<file path="config.mk">
export PLATFORM = sky130hd
export DESIGN_NAME = seg_share_ctrl
export DESIGN_NICKNAME = d
export VERILOG_FILES = /design/src/rtl/seg_share_ctrl.sv
export SDC_FILE = /design/constraint.sdc
export NUM_CORES = 1
export LEC_CHECK = 0
export BUFFER_PORTS_ARGS = -buffer_cell sky130_fd_sc_hd__buf_2
export CAP_MARGIN = 10
export CORE_ASPECT_RATIO = 1.5
export CORE_MARGIN = 5
export CORE_UTILIZATION = 40
export DETAILED_ROUTE_END_ITERATION = 6
export PLACE_DENSITY_LB_ADDON = 0.15
export SLEW_MARGIN = 20
export SYNTH_ARGS = -nofsm -noshare
export SYNTH_HDL_FRONTEND = slang
export SYNTH_SLANG_ARGS = --single-unit
</file>
<file path="constraint.sdc">
create_clock -name clk -period 8.6 [get_ports clk]
set_input_delay 2.15 -clock clk [delete_from_list [all_inputs] [get_ports clk]]
set_output_delay 2.15 -clock clk [all_outputs]
set_load 0.01 [all_outputs]
</file>
<file path="src/rtl/seg_share_ctrl.sv">
// ---------------------------------------------------------------------------
// seg_share_ctrl
//
// Time-shares one 32-bit, 8-digit hex seven-segment display between four
// requesters. Each requester owns a slot (value + occupied bit). The
// controller rotates round-robin through the occupied slots, holding each on
// the display for P_DWELL cycles, and issues a one-cycle write strobe toward
// the display peripheral whenever the shown value has to change.
//
// Ports:
//   clk    - system clock, rising edge
//   rst    - asynchronous active-high reset
//   iWr    - per-slot write strobe (bit i loads slot i from iData[i*32+:32])
//   iData  - per-slot write data, 32 bits per slot
//   iRel   - per-slot release strobe (bit i frees slot i; beats iWr[i])
//   oSeg   - registered display data toward the peripheral
//   oWe    - registered one-cycle write strobe toward the peripheral
//   oCur   - index of the slot currently shown
//   oBusy  - 1 while at least one slot is occupied
// ---------------------------------------------------------------------------
module seg_share_ctrl #(
    parameter int          P_NREQ     = 4,
    parameter int          P_DWELL    = 50_000_000,
    parameter logic [31:0] P_IDLE_VAL = 32'h0000_0000
) (
    input  logic                        clk,
    input  logic                        rst,
    input  logic [P_NREQ-1:0]           iWr,
    input  logic [P_NREQ*32-1:0]        iData,
    input  logic [P_NREQ-1:0]           iRel,
    output logic [31:0]                 oSeg,
    output logic                        oWe,
    output logic [$clog2(P_NREQ)-1:0]   oCur,
    output logic                        oBusy
);

    localparam int             IDX_W      = $clog2(P_NREQ);
    localparam int             CNT_W      = $clog2(P_DWELL);
    localparam logic [CNT_W-1:0] DWELL_LAST = CNT_W'(P_DWELL - 1);

    typedef enum logic {
        S_IDLE,
        S_SHOW
    } state_t;

    // Registered state
    state_t            state;
    logic [CNT_W-1:0]  dwell_cnt;
    logic [P_NREQ-1:0] occ;
    logic [31:0]       val [P_NREQ];
    logic [IDX_W-1:0]  cur;
    logic [31:0]       seg;
    logic              we;
    logic              busy;

    // Next-cycle values
    state_t            state_n;
    logic [CNT_W-1:0]  dwell_cnt_n;
    logic [P_NREQ-1:0] occ_n;
    logic [P_NREQ-1:0] wr_eff;
    logic [31:0]       val_n [P_NREQ];
    logic [IDX_W-1:0]  cur_n;
    logic [31:0]       seg_n;
    logic              we_n;

    // Search helpers
    logic              rot_found;
    logic [IDX_W-1:0]  rot_idx;
    logic              first_found;
    logic [IDX_W-1:0]  first_idx;
    logic              rot_other;
    logic              expire;

    // First occupied slot strictly after 'from', wrapping; 'from' itself is
    // tested last so a lone occupied current slot is still reported.
    // Returns {found, index}.
    function automatic logic [IDX_W:0] find_next(
        input logic [P_NREQ-1:0] occ_v,
        input logic [IDX_W-1:0]  from
    );
        logic             found;
        logic [IDX_W-1:0] idx;
        logic [IDX_W-1:0] pick;
        found = 1'b0;
        pick  = from;
        for (int k = 1; k <= P_NREQ; k++) begin
            idx = from + IDX_W'(k);
            if (!found && occ_v[idx]) begin
                found = 1'b1;
                pick  = idx;
            end
        end
        return {found, pick};
    endfunction

    // Storage update: release beats a same-cycle write to the same slot.
    always_comb begin
        // NOTE: every signal written here gets a default first so no path
        // leaves it unassigned, which would otherwise infer a latch.
        wr_eff = iWr & ~iRel;
        occ_n  = (occ | iWr) & ~iRel;
        for (int i = 0; i < P_NREQ; i++) begin
            val_n[i] = wr_eff[i] ? iData[i*32 +: 32] : val[i];
        end
    end

    // Searches see occupancy after this cycle's writes and releases.
    always_comb begin
        {rot_found, rot_idx}     = find_next(occ_n, cur);
        // Starting after the highest index makes the search begin at slot 0.
        {first_found, first_idx} = find_next(occ_n, IDX_W'(P_NREQ - 1));
        rot_other                = rot_found && (rot_idx != cur);
        expire                   = (dwell_cnt == DWELL_LAST);
    end

    // Next-state and output decode
    always_comb begin
        state_n     = state;
        dwell_cnt_n = dwell_cnt;
        cur_n       = cur;
        seg_n       = seg;
        we_n        = 1'b0;

        unique case (state)
            S_IDLE: begin
                if (first_found) begin
                    state_n     = S_SHOW;
                    cur_n       = first_idx;
                    seg_n       = val_n[first_idx];
                    we_n        = 1'b1;
                    dwell_cnt_n = '0;
                end
            end

            S_SHOW: begin
                if (iRel[cur]) begin
                    // Shown slot released: move on, or blank the display.
                    dwell_cnt_n = '0;
                    we_n        = 1'b1;
                    if (rot_found) begin
                        cur_n = rot_idx;
                        seg_n = val_n[rot_idx];
                    end else begin
                        state_n = S_IDLE;
                        seg_n   = P_IDLE_VAL;
                    end
                end else if (expire && rot_other) begin
                    cur_n       = rot_idx;
                    seg_n       = val_n[rot_idx];
                    we_n        = 1'b1;
                    dwell_cnt_n = '0;
                end else begin
                    // Staying on the same slot; a lone slot just restarts its
                    // dwell without re-writing the display.
                    dwell_cnt_n = expire ? '0 : dwell_cnt + CNT_W'(1);
                    if (wr_eff[cur]) begin
                        seg_n = val_n[cur];
                        we_n  = 1'b1;
                    end
                end
            end

            default: begin
                state_n = S_IDLE;
            end
        endcase
    end

    always_ff @(posedge clk or posedge rst) begin
        if (rst) begin
            state     <= S_IDLE;
            dwell_cnt <= '0;
            occ       <= '0;
            cur       <= '0;
            seg       <= P_IDLE_VAL;
            we        <= 1'b0;
            busy      <= 1'b0;
            // NOTE: the slot values are small flop storage with a defined
            // reset value, so they are cleared with the rest of the state
            // rather than left to power-up contents.
            for (int i = 0; i < P_NREQ; i++) begin
                val[i] <= '0;
            end
        end else begin
            // NOTE: non-blocking assignments so every register samples the
            // pre-edge values computed above, independent of statement order.
            state     <= state_n;
            dwell_cnt <= dwell_cnt_n;
            occ       <= occ_n;
            cur       <= cur_n;
            seg       <= seg_n;
            we        <= we_n;
            busy      <= |occ_n;
            for (int i = 0; i < P_NREQ; i++) begin
                val[i] <= val_n[i];
            end
        end
    end

    assign oSeg  = seg;
    assign oWe   = we;
    assign oCur  = cur;
    assign oBusy = busy;

endmodule

</file>
# Yosys cells after proc, flatten, opt, wreduce, memory -nomap -nowiden
# Index checks and enable logic that the tools add are counted.
[word_totals] register_bits=195 out_inout_bits=36
[op_classes] n_eq_ne=6 add_sub_neg=4 reduce_logical=17 n_bitwise=8 muxes=65 order_cmp=7
[ops] op="$mux 32" count=15
[ops] op="$bmux 32 s2" count=3
[ops] op="$mux 26" count=4
[ops] op="$pmux 32 s2" count=1
[ops] op="$pmux 26 s2" count=1
[ops] op="$add 26x1->26 const B" count=1
[ops] op="$eq 26x26->1 const B" count=1
[ops] op="$mux 2" count=12
[ops] op="$mux 1" count=20
[ops] op="$bmux 1 s2" count=6
[ops] op="$lt 2x3->1 const B" count=4
[ops] op="$ge 3x3->1 const B" count=3
[ops] op="$not 2->3" count=3
[ops] op="$and 4x4->4" count=2
[ops] op="$logic_and 1x1->1" count=8
[ops] op="$logic_not 1->1" count=6
[ops] op="$add 2x2->2 const B" count=2
[ops] op="$ne 4x1->1 const B" count=1
[ops] op="$not 4->4" count=1
[ops] op="$or 4x4->4" count=1
[ops] op="$pmux 1 s2" count=2
[ops] op="$pmux 2 s2" count=1
[ops] op="$reduce_or 4->1" count=1
[ops] op="$ne 3x1->1 const B" count=1
[ops] op="7 further kinds" count=7

# Depth between registers and ports, before layout
# Gate-level depths: netlist (run 1).
[logic_depth] depth_word=21 mapped_depth=10 ltp_nobuf=8

# Worst setup path before layout (run 1)
# OpenSTA, ideal clock, no wires.
[synth_path] kind="input port to flip-flop" startpoint="input iWr[2]" endpoint="register seg[10] (netlist: oSeg[10])" t_arrival_ns=3.784 required_time_ns=8.470 path_buffers=2 path_slack_ns=4.687 path_stages=9 path_cell_list="o21bai_1 > nand2_1 > nor4_1 > a211oi_4 > o32a_2 > buf_6 > buf_6 > nor2_1 > a31oi_1"
[synth_between] elab_chain_cells=21 elab_cells_between_ends=58 classes_between="eq/ne: 3; mux: 38; bitwise: 5; reduce/logical: 12"
[synth_rtl] item="start, declared" line_no="28" rtl="input logic [P_NREQ-1:0] iWr,"
[synth_rtl] item="$or 4x4->4" line_no="101" rtl="occ_n = (occ | iWr) & ~iRel;"
[synth_rtl] item="$and 4x4->4" line_no="101"
[synth_rtl] item="$bmux 1 s2" line_no="88" rtl="if (!found && occ_v[idx]) begin"
[synth_rtl] item="$mux 1 (implied by the code)" line_no="88"
[synth_rtl] item="$mux 1" line_no="88"
[synth_rtl] item="$logic_not 1->1" line_no="88"
[synth_rtl] item="$logic_and 1x1->1" line_no="88"
[synth_rtl] item="$mux 1" line_no="88"
[synth_rtl] item="(+4 left out)"
[synth_rtl] item="$logic_and 1x1->1" line_no="88"
[synth_rtl] item="$mux 2" line_no="88"
[synth_rtl] item="$not 2->3 (implied by the code)" line_no="142, 149"
[synth_rtl] item="$bmux 32 s2" line_no="142, 149"
[synth_rtl] item="$mux 32 (implied by the code) (2 in series)" line_no="142, 149"
[synth_rtl] item="$mux 32 (on tied branches)" line_no="147, 140"
[synth_rtl] item="$mux 32" line_no="136" rtl="if (iRel[cur]) begin"
[synth_rtl] item="$pmux 32 s2" line_no="124" rtl="unique case (state)"
[synth_rtl] item="end signal, assigned" line_no="191" rtl="seg <= seg_n;"
[synth_rtl] item="end, declared" line_no="52" rtl="logic [31:0] seg;"
# Several ways; a longest one is shown, not always the timed one. The select of a mux whose other input is x is not followed.
# A chain may end at the register's enable or synchronous reset.

# Worst setup path after layout (run 1)
[layout_path] startpoint="input iWr[2]" endpoint="register seg[31] (netlist: oSeg[31])"
# The elaborated chain is that of the path after synthesis.

==> results of run 1 <==
-- state kept, by name (all words and copies together) (netlist names) --
name       count
oSeg          32
oBusy          1
state          1
dwell_cnt     26
oWe            1
occ            4
val          128
oCur           2
-- per-stage QoR --
stage	hold WS [ns]	power (W)	util [%]	setup WS, ns	instance area, um2
final	0.485	0.00368	46.6	3.63	12300
after global routing	0.527	0.00391	46.6	3.36	12300
after CTS	0.489	0.00369	46.6	3.66	12300
after detailed placement	0.479	0.00287	44.3	3.18	11700
after global placement	0.473	0.00284	44.3	3.26	11700
after floorplan	0.446	0.00240	-	1.14	10700
-- kinds of logic after synthesis --
group,share of synthesized area (%)
compound gates,24.3
simple gates,9.20
flops,45.7
buf+inv,6.64
mux,13.6
xor+xnor,0.410
fa+ha+maj,0.117
-- synthesized netlist by cell type (4+ instances only) --
cell      count  share of area, %
nand4_1       7              0.41
nor2b_1       8              0.47
o31ai_1       8              0.56
nor3_1        5              0.23
nand2_1      53               1.9
o21ai_0      63               3.0
buf_2        29               1.4
a31oi_1      32               1.9
nand3_1      14              0.66
o22ai_1      32               1.9
and2_1        4              0.23
a22o_1        5              0.41
a22oi_1      33               2.3
clkbuf_1     52               1.8
nor2_1      114               4.0
a21oi_1      76               3.6
a221oi_1     32               2.6
a211oi_1     63               4.4
mux2_2       97                10
o211ai_1     34               2.4
buf_4         6              0.42
dfrtp_1     195                46
buf_1         4              0.14
mux2i_1      32               3.0
inv_1        72               2.5
-- how the worst min path moves through the flow --
stage,depth (start not counted),startpoint,to
floorplan,1,dwell_cnt[15]$_DFFE_PP0P_,dwell_cnt[15]$_DFFE_PP0P_
global placement,1,dwell_cnt[15]$_DFFE_PP0P_,dwell_cnt[15]$_DFFE_PP0P_
detailed placement,1,dwell_cnt[15]$_DFFE_PP0P_,dwell_cnt[15]$_DFFE_PP0P_
CTS,1,dwell_cnt[15]$_DFFE_PP0P_,dwell_cnt[15]$_DFFE_PP0P_
global route,1,dwell_cnt[15]$_DFFE_PP0P_,dwell_cnt[15]$_DFFE_PP0P_
finish,1,dwell_cnt[15]$_DFFE_PP0P_,dwell_cnt[15]$_DFFE_PP0P_
-- power groups by stage --
stage                     registers [W]  clock network [W]  logic, W
final                           0.00123           0.000812   0.00163
after global routing            0.00125           0.000867   0.00179
after global placement          0.00125                  0   0.00159
after floorplan                 0.00123                  0   0.00117
after detailed placement        0.00125                  0   0.00162
after CTS                       0.00124           0.000834   0.00162
-- cell type report --
class | count | area [um2] | share of cell area [%]
timing repair buffer | 184 | 952 | 7.74
inverter | 72 | 278 | 2.26
sequential | 195 | 4880 | 39.7
multi-input combinational | 752 | 5170 | 42.1
clock inverter | 13 | 146 | 1.19
tap | 337 | 422 | 3.43
clock buffer | 19 | 443 | 3.60
-- worst max-delay path, stage by stage --
cell      delay (ns)
buf_2           0.12
o21bai_4        0.58
buf_4           0.56
nand2_1         0.13
nor4_1          0.40
a211oi_4        0.11
nor2_4          0.87
a21oi_1         0.16
a31oi_1         0.22
-- routing by layer --
layer,up-vias,GRT usage [%],part of all wire (%)
met1,4585,27.6,38
met2,439,38.6,51
met4,2,12.7,4.9
met5,-,0,0.058
li1,4318,-,-
met3,108,4.11,6.0
-- cell usage in the layout (no fill, tap or decap), types with 33 or more instances in the layout --
cell type / count
mux2_2: 97
dfrtp_1: 194
a211oi_1: 63
a22oi_1: 33
o211ai_1: 34
nor2_1: 109
inv_1: 70
buf_2: 173
a21oi_1: 76
o21ai_0: 63
nand2_1: 52
==> key figures, run 1 <==
Run status
  • Outcome: complete, no violations

Power and ir drop
  • Combinational share of power: approximately 44%
  • Internal cell power: around 0.0021 W
  • Switching Fraction: between 40 and 50%
  • PD cells: ~300 mW/mm2
  • Clock power share: approximately 22%
  • Pleak: between 5 and 6 nW
  • Sequential power share: 33.5%
  • Net Switching: 0.00155 W
  • VDD IR-drop max: between 0.15 and 0.2 mV

Worst hold path
  • Worst min path class: register to register

Finish
  • Non-filler cells, final: 1572
  • Layout cell share with drive strength beyond 1: a little over a quarter
  • Fill cells: about 2.5k
  • Layout Nets: between 1k and 1.5k
  • Area growth, synth to finish: 15.1%
  • Ant diodes: 0

GRT
  • Global route total overflow: 0
  • Total track usage: approximately 23%
  • Largest net degree at the start of global routing: ~120
  • Antenna violations before repair: 1
  • Vias in the first global route: approximately 9.7k
  • First-pass GRT wire length: ~54000 um

Setup path
  • Setup CP Type: primary input to register
  • WP data arrival: ~5.3 ns
  • R2r setup slk: around 4.8 ns
  • Reg2reg start: oCur[0]$_DFFE_PP0P_
  • Critical Path RT: between 8 and 9 ns
  • Crit. Startpoint: iWr[2]
  • End point of the critical path: oSeg[31]$_DFFE_PP0P_
  • Worst-path fanout max: 44
  • R2r endpoint: oSeg[31]$_DFFE_PP0P_
  • Worst r2r path cells: 9
  • Critical path launch point type: primary input
  • Crit end category: register

Timing
  • Rel. slew slack: 20.7%
  • RSZ-0062 raised after global routing: no
  • Fraction of the cycle the final worst path needs: 57.8%
  • Post-Route Setup TNS: 0 ns
  • Highest clock rate: just over 200 MHz
  • Endpoints failing hold: 0
  • Max Slew Vio Count: 0
  • Final setup fails: 0
  • Min cycle time layout: just under 5 ns
  • Tightest Pin Transition: ~1.2 ns
  • Clock Skew: around 0.011 ns

Clock tree
  • Clock Path Buffers: 2
  • Clk Latency, worst-skew pair: 0.45 ns
  • CTS Buf Count: 17
  • H-tree depth: 4
  • Post-CTS sizing: 0
  • Clock-pin transition on the worst setup and hold timing paths: 0.07 ns
  • Clock Sink Count: 195
  • Root Buffer: clkbuf_16
  • Post-CTS Setup Bufs: 0
  • Hold bufs inserted after CTS: 0
  • CTS tree: yes

Placed design
  • Routability Congestion: approximately 0.82
  • Number of port buffers: roughly 170
  • Hpwl dp: ~21000 um
  • Placed cell count: about 1.5k

Routing
  • Pre-antenna DRT Iters: 5
  • Vias: 9452
  • Via/cell ratio: roughly 6.0
  • Drt wl/cell: 21.9 um
  • DR DRC count: 0
  • DRT iter0 DRCs: about 640
  • DRT Wirelength: 34500 um
  • Antenna-violating nets left: 0

Synth
  • Yosys cell types: 51
  • Synth warn: 0
  • Post-synthesis register bit count: 195
  • Syn Nets: 1253
  • Synth Flop Type: dfrtp_1
  • Sequential area share after synthesis: a little under half
  • Cells after synthesis: around 1.1k
  • Number of flops mapped to enable cells by yosys: 0
  • Asr flop ratio synth: 100%
  • Syn avg cell area: approximately 9.6 um2
  • Synthesized area: around 0.011 mm2

Floorplan
  • Die height: between 200 and 250 um
  • Num rows: 73
  • Die X: ~140 um
  • Initial core utilization: about two fifths
  • Core area: about 0.026 mm2
  • Die area: ~0.030 mm2
  • I/O pin count: between 150 and 200

Job
  • MaxCap Viol Count: 0
Note: power is estimated with default switching activity, not from simulation.
==> run 2: changes to the inputs <==
==> constraint.sdc (replaced) <==
create_clock -name clk -period 4 [get_ports clk]
set_input_delay 1 -clock clk [delete_from_list [all_inputs] [get_ports clk]]
set_output_delay 1 -clock clk [all_outputs]
set_load 0.01 [all_outputs]
==> run 2 against run 1 <==
Global-route usage down 0.31 points; count of clock-buffer cells in the layout up 1; critical endpoint is now oSeg[23]$_DFFE_PP0P_; non-clock buffer count up 24; critical path type is now register to register; largest cell class unchanged; combinational power up 130%.
==> key figures, run 2 (synthesized netlist as in run 1, its figures left out) <==
Run status
  • Outcome: complete, no violations (unchanged)

Power and ir drop
  • Clock power share: 22.2% (was 22.1%)
  • VDD IR-drop max: 0.373 mV (was 0.169 mV)
  • PD cells: 644 mW/mm2 (was 299 mW/mm2)
  • Net Switching: 0.00332 W (was 0.00155 W)
  • Sequential power share: 32.4% (was 33.5%)
  • Combinational share of power: 45.4% (was 44.4%)
  • Internal cell power: 0.00480 W (was 0.00213 W)
  • Total power: 0.00812 W (was 0.00368 W)
  • Switching Fraction: 40.9% (was 42.1%)
  • Pleak: 5.42 nW (was 5.27 nW)

Floorplan
  • Die area: 0.0301 mm2 (unchanged)
  • Initial core utilization: 40.5% (unchanged)
  • Die height: 210 um (unchanged)
  • Die X: 143 um (unchanged)
  • I/O pin count: 174 (unchanged)
  • Num rows: 73 (unchanged)
  • Core area: 0.0264 mm2 (unchanged)

Timing
  • Fraction of the cycle the final worst path needs: around three quarters
  • Post-Route Setup TNS: 0 ns (unchanged)
  • Rel. slew slack: 38.3% (was 20.7%)
  • Highest clock rate: around 330 MHz
  • Max Slew Vio Count: 0 (unchanged)
  • Hold WS: 0.494 ns (was 0.485 ns)
  • Clock Skew: 0.0103 ns (was 0.0108 ns)
  • Tightest Pin Transition: 0.926 ns (was 1.19 ns)
  • Min cycle time layout: around 3 ns
  • Endpoints failing hold: 0 (unchanged)
  • Final setup fails: 0 (unchanged)
  • RSZ-0062 raised after global routing: no (unchanged)

Worst hold path
  • WHS Endpoint: dwell_cnt[15]$_DFFE_PP0P_ (unchanged)
  • Worst min path class: register to register (unchanged)
  • Min-Delay Path Depth: 1 (unchanged)
  • Min-delay src: dwell_cnt[15]$_DFFE_PP0P_ (unchanged)

Clock tree
  • Post-CTS sizing: 0 (unchanged)
  • CTS Buf Count: 17 (unchanged)
  • H-tree depth: 4 (unchanged)
  • Clk Latency, worst-skew pair: 0.45 ns (about the same)
  • Hold bufs inserted after CTS: 0 (unchanged)
  • Root Buffer: clkbuf_16 (unchanged)
  • Clock Sink Count: 195 (unchanged)
  • Clock-pin transition on the worst setup and hold timing paths: 0.08 ns (was 0.07 ns)
  • Clock Path Buffers: 2 (unchanged)
  • Post-CTS Setup Bufs: 0 (unchanged)
  • CTS tree: yes (unchanged)

Routing
  • Via/cell ratio: 5.93 (was 6.01)
  • Vias: 9451 (was 9452)
  • Antenna-violating nets left: 0 (unchanged)
  • DR DRC count: 0 (unchanged)
  • Pre-antenna DRT Iters: 5 (unchanged)
  • DRT Wirelength: 34300 um (was 34500 um)
  • Drt wl/cell: 21.5 um (was 21.9 um)
  • DRT iter0 DRCs: 669 (was 644)

GRT
  • First-pass GRT wire length: 52900 um (was 53500 um)
  • Vias in the first global route: 9325 (was 9657)
  • Global route total overflow: 0 (unchanged)
  • Total track usage: 22.6% (was 22.9%)
  • Antenna violations before repair: 2 (was 1)
  • Largest net degree at the start of global routing: 59 (was 121)

Setup path
  • Worst r2r path cells: 9 (unchanged)
  • Reg2reg start: dwell_cnt[0]$_DFFE_PP0P_ (was oCur[0]$_DFFE_PP0P_)
  • Crit end category: register (unchanged)
  • Worst-path fanout max: 20 (was 44)
  • WP data arrival: 3.41 ns (was 5.34 ns)
  • R2r endpoint: oSeg[23]$_DFFE_PP0P_ (was oSeg[31]$_DFFE_PP0P_)
  • Critical path launch point type: register (was primary input)
  • Critical Path RT: 4.36 ns (was 8.97 ns)
  • Setup CP Type: register to register (was primary input to register)
  • R2r setup slk: 0.95 ns (was 4.76 ns)

Finish
  • Final Util: 47.8% (was 46.6%)
  • Commonest non-fill, non-tap cell in the layout: dfrtp_1 (unchanged)
  • Layout cell share with drive strength beyond 1: 28.5% (was 27.3%)
  • Ant diodes: 0 (unchanged)
  • Final Cell Area: 0.0126 mm2 (was 0.0123 mm2)
  • Area growth, synth to finish: 18.1% (was 15.1%)
  • Biggest register: val (unchanged)
  • Layout Nets: 1385 (was 1361)
  • Max FFs per register: 128 (unchanged)
  • Most frequent cells in the layout: dfrtp_1, buf_2, nor2_1 (unchanged)

Placed design
  • Placed cell area: 0.0120 mm2 (was 0.0117 mm2)
  • Routability Congestion: 0.793 (was 0.825)
  • Hpwl dp: 22700 um (was 21300 um)
  • Number of port buffers: 173 (unchanged)

Job
  • MaxCap Viol Count: 0 (unchanged)
==> run 2: cell types whose count changed in the layout (fill, tap and decap cells not counted), sizes merged <==
cell      delta
clkbuf       +1
inv          -6
bufinv       +1
buf         +24
clkinv       +1
clkinvlp     +2
==> run 2: power groups by stage <==
stage          clock network, W  registers [W]  logic [W]
6_report                0.00180        0.00263    0.00369
5_1_grt                 0.00191        0.00267    0.00401
4_1_cts                 0.00184        0.00263    0.00368
3_5_place_dp                  0        0.00267    0.00367
3_3_place_gp                  0        0.00266    0.00362
2_1_floorplan                 0        0.00264    0.00251
==> run 2: worst max-delay path by stage <==
stage,start,end
floorplan,rst,dwell_cnt[0]$_DFFE_PP0P_
CTS,dwell_cnt[0]$_DFFE_PP0P_,oSeg[23]$_DFFE_PP0P_
detailed placement,iWr[1],oSeg[4]$_DFFE_PP0P_
finish,dwell_cnt[0]$_DFFE_PP0P_,oSeg[23]$_DFFE_PP0P_
global placement,iWr[1],oSeg[6]$_DFFE_PP0P_
global route,dwell_cnt[0]$_DFFE_PP0P_,oSeg[14]$_DFFE_PP0P_
==> run 2: area by class of cell <==
type | count | area [um2]
sequential | 195 | 4880
multi-input combinational | 752 | 5170
tap | 337 | 422
clock inverter | 11 | 153
inverter | 72 | 274
fill | 2480 | 13800
timing repair buffer | 208 | 1250
clock buffer | 20 | 457
==> run 2: critical path, cell delays in order (launching register included) <==
cell and delay (ns):
dfrtp_1 0.40, ha_1 0.23, and3_1 0.21, nand2_1 0.13
or4_4 0.60, a211oi_4 0.33, o211a_1 0.53, buf_12 0.22
o21ai_0 0.12, a31oi_1 0.18
==> run 2: metal layers <==
metal | up-vias | GRT usage, % | wire length, um
li1 | 4356 | - | -
met5 | - | 0 | 7
met4 | 2 | 9.06 | 1100
met2 | 324 | 39.3 | 17500
met3 | 72 | 3.61 | 1810
met1 | 4697 | 27.9 | 13900
==> run 2: through the flow <==
stage,setup slack [ns],cells
after global routing,0.733,1595
after floorplan,0.482,1114
after CTS,0.921,1595
final,0.950,1595
after global placement,0.603,1564
after detailed placement,0.554,1564
